`src/rtl/operand_skid_reg_pkg.sv`:
```
// Shared types and defaults for the operand skid register: default widths,
// the occupancy state encoding and the occupancy transition function.
package operand_skid_reg_pkg;

   localparam int DEF_WIDTH = 16;
   localparam int DEF_TAG_W = 4;

   // Encoding is {skid_v, main_v}; 2'b10 can never be reached.
   typedef enum logic [1:0] {
      ST_EMPTY = 2'b00,
      ST_ONE   = 2'b01,
      ST_FULL  = 2'b11
   } skid_state_e;

   function automatic skid_state_e skid_next(input skid_state_e s,
                                             input logic acc,
                                             input logic pop,
                                             input logic flush);
      skid_state_e n;
      n = s;
      if (flush) begin
         n = ST_EMPTY;
      end else begin
         unique case (s)
            ST_EMPTY: n = acc ? ST_ONE : ST_EMPTY;
            ST_ONE: begin
               if (acc && !pop)      n = ST_FULL;
               else if (!acc && pop) n = ST_EMPTY;
               else                  n = ST_ONE;
            end
            ST_FULL:  n = pop ? ST_ONE : ST_FULL;
            default:  n = ST_EMPTY;
         endcase
      end
      return n;
   endfunction

endpackage

```
`src/rtl/operand_skid_reg_if.sv`:
```
// Valid/ready handshake bundle between the operand mux, the skid register
// and the execute stage.
interface operand_skid_reg_if
   import operand_skid_reg_pkg::*;
#(
   parameter int WIDTH = DEF_WIDTH,
   parameter int TAG_W = DEF_TAG_W
) ();

   logic             in_valid;
   logic             in_ready;
   logic [WIDTH-1:0] in_data;
   logic [TAG_W-1:0] in_tag;
   logic             out_valid;
   logic             out_ready;
   logic [WIDTH-1:0] out_data;
   logic [TAG_W-1:0] out_tag;

   // Skid register side.
   modport slave (
      input  in_valid, in_data, in_tag, out_ready,
      output in_ready, out_valid, out_data, out_tag
   );

   // Producer/consumer side wrapped around the skid register.
   modport master (
      output in_valid, in_data, in_tag, out_ready,
      input  in_ready, out_valid, out_data, out_tag
   );

endinterface

```
`src/rtl/operand_skid_reg_slot.sv`:
```
// One storage slot: a data register with its valid flag. Data changes only
// on load; clear wins over load for the valid flag.
module operand_skid_reg_slot #(
   parameter int W = 20
) (
   input  logic         clk,
   input  logic         rst_n,
   input  logic         load_i,
   input  logic         clear_i,
   input  logic [W-1:0] d_i,
   output logic [W-1:0] q_o,
   output logic         v_o
);

   logic [W-1:0] data_q, data_d;
   logic         v_q, v_d;

   always_comb begin
      data_d = data_q;
      v_d    = v_q;
      if (load_i) begin
         data_d = d_i;
         v_d    = 1'b1;
      end
      if (clear_i) begin
         v_d = 1'b0;
      end
   end

   always_ff @(posedge clk or negedge rst_n) begin
      if (!rst_n) begin
         data_q <= '0;
         v_q    <= 1'b0;
      end else begin
         data_q <= data_d;
         v_q    <= v_d;
      end
   end

   assign q_o = data_q;
   assign v_o = v_q;

endmodule

```
`src/rtl/operand_skid_reg.sv`:
```
// Two-entry skid register holding the selected ALU operand word and its
// destination tag for the execute stage, with synchronous squash.
module operand_skid_reg
   import operand_skid_reg_pkg::*;
#(
   parameter int WIDTH = DEF_WIDTH,
   parameter int TAG_W = DEF_TAG_W
) (
   input logic                clk,
   input logic                rst_n,
   input logic                flush,
   operand_skid_reg_if.slave  bus
);

   localparam int EW = WIDTH + TAG_W;

   skid_state_e   state_q, state_d;
   logic          in_ready_q;
   logic          accept, pop;
   logic          main_load, main_clr, skid_load, skid_clr;
   logic [EW-1:0] in_entry, main_din, main_q, skid_q;
   logic          main_v, skid_v;

   assign in_entry = {bus.in_tag, bus.in_data};
   assign accept   = bus.in_valid & in_ready_q;
   assign pop      = main_v & bus.out_ready;
   assign state_d  = skid_next(state_q, accept, pop, flush);

   // The skid slot is only occupied when full, so it always refills main first.
   assign main_din = skid_v ? skid_q : in_entry;

   always_comb begin
      main_load = 1'b0;
      skid_load = 1'b0;
      main_clr  = flush;
      skid_clr  = flush;
      if (!flush) begin
         unique case (state_q)
            ST_EMPTY: main_load = accept;
            ST_ONE: begin
               main_load = accept & pop;
               skid_load = accept & ~pop;
               main_clr  = ~accept & pop;
            end
            ST_FULL: begin
               main_load = pop;
               skid_clr  = pop;
            end
            default: begin
               main_clr = 1'b1;
               skid_clr = 1'b1;
            end
         endcase
      end
   end

   // in_ready is a flop computed from the next state, so out_ready never
   // reaches it combinationally.
   always_ff @(posedge clk or negedge rst_n) begin
      if (!rst_n) begin
         state_q    <= ST_EMPTY;
         in_ready_q <= 1'b1;
      end else begin
         state_q    <= state_d;
         in_ready_q <= (state_d != ST_FULL);
      end
   end

   operand_skid_reg_slot #(.W(EW)) u_main (
      .clk     (clk),
      .rst_n   (rst_n),
      .load_i  (main_load),
      .clear_i (main_clr),
      .d_i     (main_din),
      .q_o     (main_q),
      .v_o     (main_v)
   );

   operand_skid_reg_slot #(.W(EW)) u_skid (
      .clk     (clk),
      .rst_n   (rst_n),
      .load_i  (skid_load),
      .clear_i (skid_clr),
      .d_i     (in_entry),
      .q_o     (skid_q),
      .v_o     (skid_v)
   );

   assign bus.in_ready               = in_ready_q;
   assign bus.out_valid              = main_v;
   assign {bus.out_tag, bus.out_data} = main_q;

endmodule
```
`src/flat_wrapper.sv`:
```
// flat-port wrapper written by rule: the top's interface ports become plain ports
module operand_skid_reg_flat import operand_skid_reg_pkg::*;
#(
   parameter int WIDTH = DEF_WIDTH,
   parameter int TAG_W = DEF_TAG_W
)
  (clk, rst_n, flush, bus_in_valid, bus_in_data, bus_in_tag, bus_out_ready, bus_in_ready, bus_out_valid, bus_out_data, bus_out_tag);
  operand_skid_reg_if #(.WIDTH(WIDTH), .TAG_W(TAG_W)) bus_i ();
  input logic clk;
  input logic rst_n;
  input logic flush;
  input wire logic [$bits(bus_i.in_valid)-1:0] bus_in_valid;
  input wire logic [$bits(bus_i.in_data)-1:0] bus_in_data;
  input wire logic [$bits(bus_i.in_tag)-1:0] bus_in_tag;
  input wire logic [$bits(bus_i.out_ready)-1:0] bus_out_ready;
  output wire logic [$bits(bus_i.in_ready)-1:0] bus_in_ready;
  output wire logic [$bits(bus_i.out_valid)-1:0] bus_out_valid;
  output wire logic [$bits(bus_i.out_data)-1:0] bus_out_data;
  output wire logic [$bits(bus_i.out_tag)-1:0] bus_out_tag;
  assign bus_i.in_valid = bus_in_valid;
  assign bus_i.in_data = bus_in_data;
  assign bus_i.in_tag = bus_in_tag;
  assign bus_i.out_ready = bus_out_ready;
  assign bus_in_ready = bus_i.in_ready;
  assign bus_out_valid = bus_i.out_valid;
  assign bus_out_data = bus_i.out_data;
  assign bus_out_tag = bus_i.out_tag;
  operand_skid_reg #(.WIDTH(WIDTH), .TAG_W(TAG_W)) u_core (.clk(clk), .rst_n(rst_n), .flush(flush), .bus(bus_i));
endmodule
```
`config.mk`:
```
export PLATFORM = sky130hd
export DESIGN_NAME = operand_skid_reg_flat
export DESIGN_NICKNAME = d
export VERILOG_FILES = /design/src/rtl/operand_skid_reg_pkg.sv /design/src/rtl/operand_skid_reg_if.sv /design/src/rtl/operand_skid_reg_slot.sv /design/src/rtl/operand_skid_reg.sv /design/src/flat_wrapper.sv
export SDC_FILE = /design/constraint.sdc
export NUM_CORES = 1
export LEC_CHECK = 0
export CELL_PAD_IN_SITES_DETAIL_PLACEMENT = 1
export CELL_PAD_IN_SITES_GLOBAL_PLACEMENT = 1
export CORE_ASPECT_RATIO = 1.4
export CORE_MARGIN = 2
export CORE_UTILIZATION = 39
export DETAILED_ROUTE_END_ITERATION = 10
export PLACE_DENSITY_LB_ADDON = 0.1
export SLEW_MARGIN = 20
export SYNTH_ARGS = -nofsm -noshare
export SYNTH_HDL_FRONTEND = slang
export SYNTH_SLANG_ARGS = --single-unit
```
`constraint.sdc`:
```
create_clock -name clk -period 2.2 [get_ports clk]
set_input_delay 0.44 -clock clk [delete_from_list [all_inputs] [get_ports clk]]
set_output_delay 0.44 -clock clk [all_outputs]
set_load 0.02 [all_outputs]
```
# == Word level (Yosys, flattened, before mapping) ==
# Index checks and enable logic that the tools add are counted.
# op_classes
n_eq_ne,3
mux,19
bitwise_logic,7
reduce_logical,9
# op_table
operator,count
20-bit two-way mux,1
1-bit two-way mux,11
2-bit two-way mux,3
2-bit one-hot mux with 3 select lines,1
1-bit AND,5
1-bit one-hot mux with 2 select lines,2
2-bit nonzero test,2
2-bit OR reduction,2
1-bit one-hot mux with 3 select lines,1
"2-bit by 1-bit == test with 1-bit output, second input constant",1
"2-bit == test, second input constant",1
1-bit logical AND,2
1-bit zero test,2
2-bit zero test,1
"2-bit inequality test, second input constant",1
1-bit inverter,2
# totals
ff_bits,45
in_bits,25
out_inout_bits,22

# == Logic depth before layout (Yosys ltp) ==
# depth
word_depth,8
mapped_depth,7
depth_no_buf,6

# == By module ==
# From an unflattened synthesis, not the netlist that was laid out.
# unflattened
hier_cells,138
hier_area_um2,2185.8
# by_module_without_submodules
mod,instances,cells_per_inst,area_per_inst_um2,seq_area_each_um2
operand_skid_reg_slot,2,44,854.6,525.5
operand_skid_reg,1,50,476.7,76.3

# == Worst setup path after synthesis ==
# No wires, ideal clock.
# synth_path
path_kind,flip-flop to flip-flop
start,register u_core.in_ready_q (netlist: u_core.bus.in_ready)
end,register u_core.u_skid.data_q[1] (netlist: u_core.u_skid.q_o[1])
setup_ps,125
t_arrival_ps,1509
t_required_ps,2075
setup_slack_ps,567
path_stages_with_launch,5
path_buffers,1
synth_period_minus_slack_ps,1633
path_cell_list,dfstp_2 -> nand2_1 -> nor4b_4 -> buf_6 -> mux2_2
# synth_between
elab_chain_len,4
# synth_lines
element,line_no,source
start: declaration,operand_skid_reg.sv:18,logic in_ready_q;
start signal: assignment,operand_skid_reg.sv:65,in_ready_q <= (state_d != ST_FULL);
1-bit AND,operand_skid_reg.sv:25,assign accept = bus.in_valid & in_ready_q;
1-bit AND,operand_skid_reg.sv:42,skid_load = accept & ~pop;
1-bit two-way mux,operand_skid_reg.sv:38,unique case (state_q)
1-bit two-way mux,operand_skid_reg.sv:37,if (!flush) begin
end signal: assignment,operand_skid_reg_slot.sv:35,data_q <= data_d;
end: declaration,operand_skid_reg_slot.sv:15,"logic [W-1:0] data_q, data_d;"
# No other way between the ends.
# A chain may end at the register's enable or synchronous reset.

# == Worst setup path after layout ==
# layout_path
start,register u_core.in_ready_q (netlist: u_core.bus.in_ready)
end,output port bus_in_ready
# layout_rtl
element,line_no,source
end: declaration,flat_wrapper.sv:16,output wire logic [$bits(bus_i.in_ready)-1:0] bus_in_ready;
# No word-level cell between the ends.

==> results.toml <==
[outcome]
status = "finished, final reports clean"

[routing]
routed.top_layer = "met4"
vias = 1471
met3WireLength_microns = 184
final_antenna_net_count = 0
drtIter0Drc = 35
wirelength_microns = 4690
drc = 0
wl_met1_microns = 1980
route.met2.wl_microns = 2460
viasPerCell = 5.20
drt-pass1-iter-count = 2
wl_per_cell_microns = 16.6

[setup_path]
worst-path-stages = 1
cp_data_required_time_ps = 1760
cp.arrival_ps = 1450
cp_num_buf_inv = 1
crit_path_start_kind = "flop"
slowest_stage = "clkdlybuf4s50_1"
critical_path_class = "flop to output port"
path_cells = "clkdlybuf4s50_1"
crit_fanout = 4
crit_family = "buffers and inverters"
r2r_cells = 7
cp-end-kind = "output port"
critPathMaxStageDelay_ps = 600

[floorplan]
io_pins = 47
core-area_sq_um = 5080
rows = 31
die-area_sq_um = 5810
die-width_microns = 65.0
die_height_microns = 89.4
start_util_pct = 40.0

[clock_network]
cts_tree = "built"
h-tree-depth = 2
cts_buffers = 5
cts-root-buf = "clkbuf_8"
cts-hold-fix-buffers = 0
clkTransAtPathRegs_ps = 90
cts.sinks = 45
post_cts_buffers = 0
clk_path_buf_depth = 2
cts_resized = 0
clock_latency_ps = 300

[synth]
post_synth.cell_area_avg_sq_um = 12.3
synth_area_leaders = "dfrtp_1, mux2_2, mux2i_1"
yosysWarnings = 0
ys_types = 24
synth_fp_nets = 194
synth_ff_type = "dfrtp_1"
synth-seq-cells = 45
synth_top_area_share_pct = 54.2
synth_area_sq_um = 2030
post-synth-top-area-cell = "dfrtp_1"
synth_edf_count = 0
synth_cells = 165
async_flop_share_pct = 100
synth-seq-area-share_pct = 55.5

[cells_and_area]
drive_gt1_share_pct = 19.4
num_antenna_cells = 0
area_growth_pct = 31.4
fill_cells = 549
layout_commonest_cell = "clkdlybuf4s50_1"
final_cell_mix = "clkdlybuf4s50_1, dfrtp_1, o21ai_0"
post-route-cell-area_sq_um = 2670
num-nets-final = 245

[sta]
worstMarginPinSlew_ps = 540
setup_ws_ps = 312
rsz0062_at_grt = "false"
maxSlewViolCount = 0
setup_violations = 0
hold_viol_final = 0
max_slew_margin_pct = 64.0
fin_crit_sh_pct = 85.8
max_freq_mhz = 530
period_needed_ps = 1890
worst_hold_slack_ps = 118
tns_ps = 0
finalClockSkew_ps = 5.68

[place]
dp_hpwl_microns = 3380
place_area_sq_um = 2570
port_buffers = 46
place.gp.congestion = 0.836
place_ws_ps = 147

[flow_run]
maxCapViolations = 0

[global_route]
grt_usage_pct = 18.1
grt_pass1_vias = 1609
antenna_found_initial = 0
grt_pass1_wl_microns = 7880
grt_max_degree = 25
grt_remaining_overflow = 0

[power]
finalPower_mw = 2.74
power_density_nw_per_um2 = 1030
power.leakage_nw = 1.09
peakVddDrop_mv = 0.449

[worst_hold_path]
hp-class = "primary input to asynchronous set/reset pin"
-- report_power, final --
group	switching, mW	total (mW)	internal (mW)
Clock	0.280	0.535	0.255
Combinational	0.425	0.913	0.489
Sequential	0.157	1.29	1.13
-- worst paths after layout --
check	startpoint	to	slack (ps)
hold / removal	rst_n	u_core.u_skid.q_o[6]$_DFFE_PN0P_	120
hold reg to reg	u_core.u_skid.q_o[0]$_DFFE_PN0P_	u_core.u_skid.q_o[0]$_DFFE_PN0P_	500
setup / recovery	u_core.bus.in_ready$_DFF_PN1_	bus_in_ready	310
max in group asynchronous	rst_n	u_core.state_q[1]$_DFF_PN0_	1510
min in group clk	u_core.u_skid.q_o[0]$_DFFE_PN0P_	u_core.u_skid.q_o[0]$_DFFE_PN0P_	500
setup reg to reg	u_core.state_q[1]$_DFF_PN0_	u_core.u_main.q_o[11]$_DFFE_PN0P_	450
-- flip-flops by register name, indices dropped and copies added (netlist names) --
name,flops
u_core.u_main.q_o,20
u_core.u_skid.q_o,20
u_core.state_q,2
u_core.bus.in_ready,1
u_core.u_main.v_o,1
u_core.u_skid.v_o,1
-- cells by family (layout without fill, tap and decap cells) --
family	after synthesis	in the layout	share of synthesized area, %
AOI/OAI and AO/OA	45	45	11.6
DFF	45	45	55.5
muxes	40	40	20.9
and+or+nand+nor	16	16	4.99
buffers and inverters	15	67	4.49
adders and majority gates	4	4	2.46
-- final cells by class --
class / count / area (sq um) / area share (%)
sequential: 45 / 1130 / 42.2
multi-input combinational: 105 / 813 / 30.5
timing repair buffer: 55 / 536 / 20.1
clock buffer: 6 / 82.6 / 3.09
tap: 66 / 82.6 / 3.09
inverter: 4 / 15.0 / 0.562
clock inverter: 2 / 13.8 / 0.515
-- synthesized netlist by cell type, types with 2 or more instances --
cell,number
a21oi_1,2
and3_1,2
buf_2,3
buf_6,4
clkbuf_1,3
dfrtp_1,44
ha_1,4
inv_1,4
mux2_2,19
mux2i_1,20
nand2_1,2
nor2_1,5
nor3_1,2
o21ai_0,35
o21ai_1,6
or2_1,2
-- metal layers --
layer / track usage [%] / vias to the layer above
li1: - / 686
met1: 21.1 / 741
met2: 33.1 / 35
met3: 3.65 / 9
met4: 6.38 / 0
met5: 0 / -
-- metrics by stage --
step,util (%),cells
final,52.5,283
after detailed placement,50.7,275
after floorplan,-,165
after CTS,52.5,283
after global placement,50.7,275
after global routing,52.5,283
(Power assumes the default switching activity.)
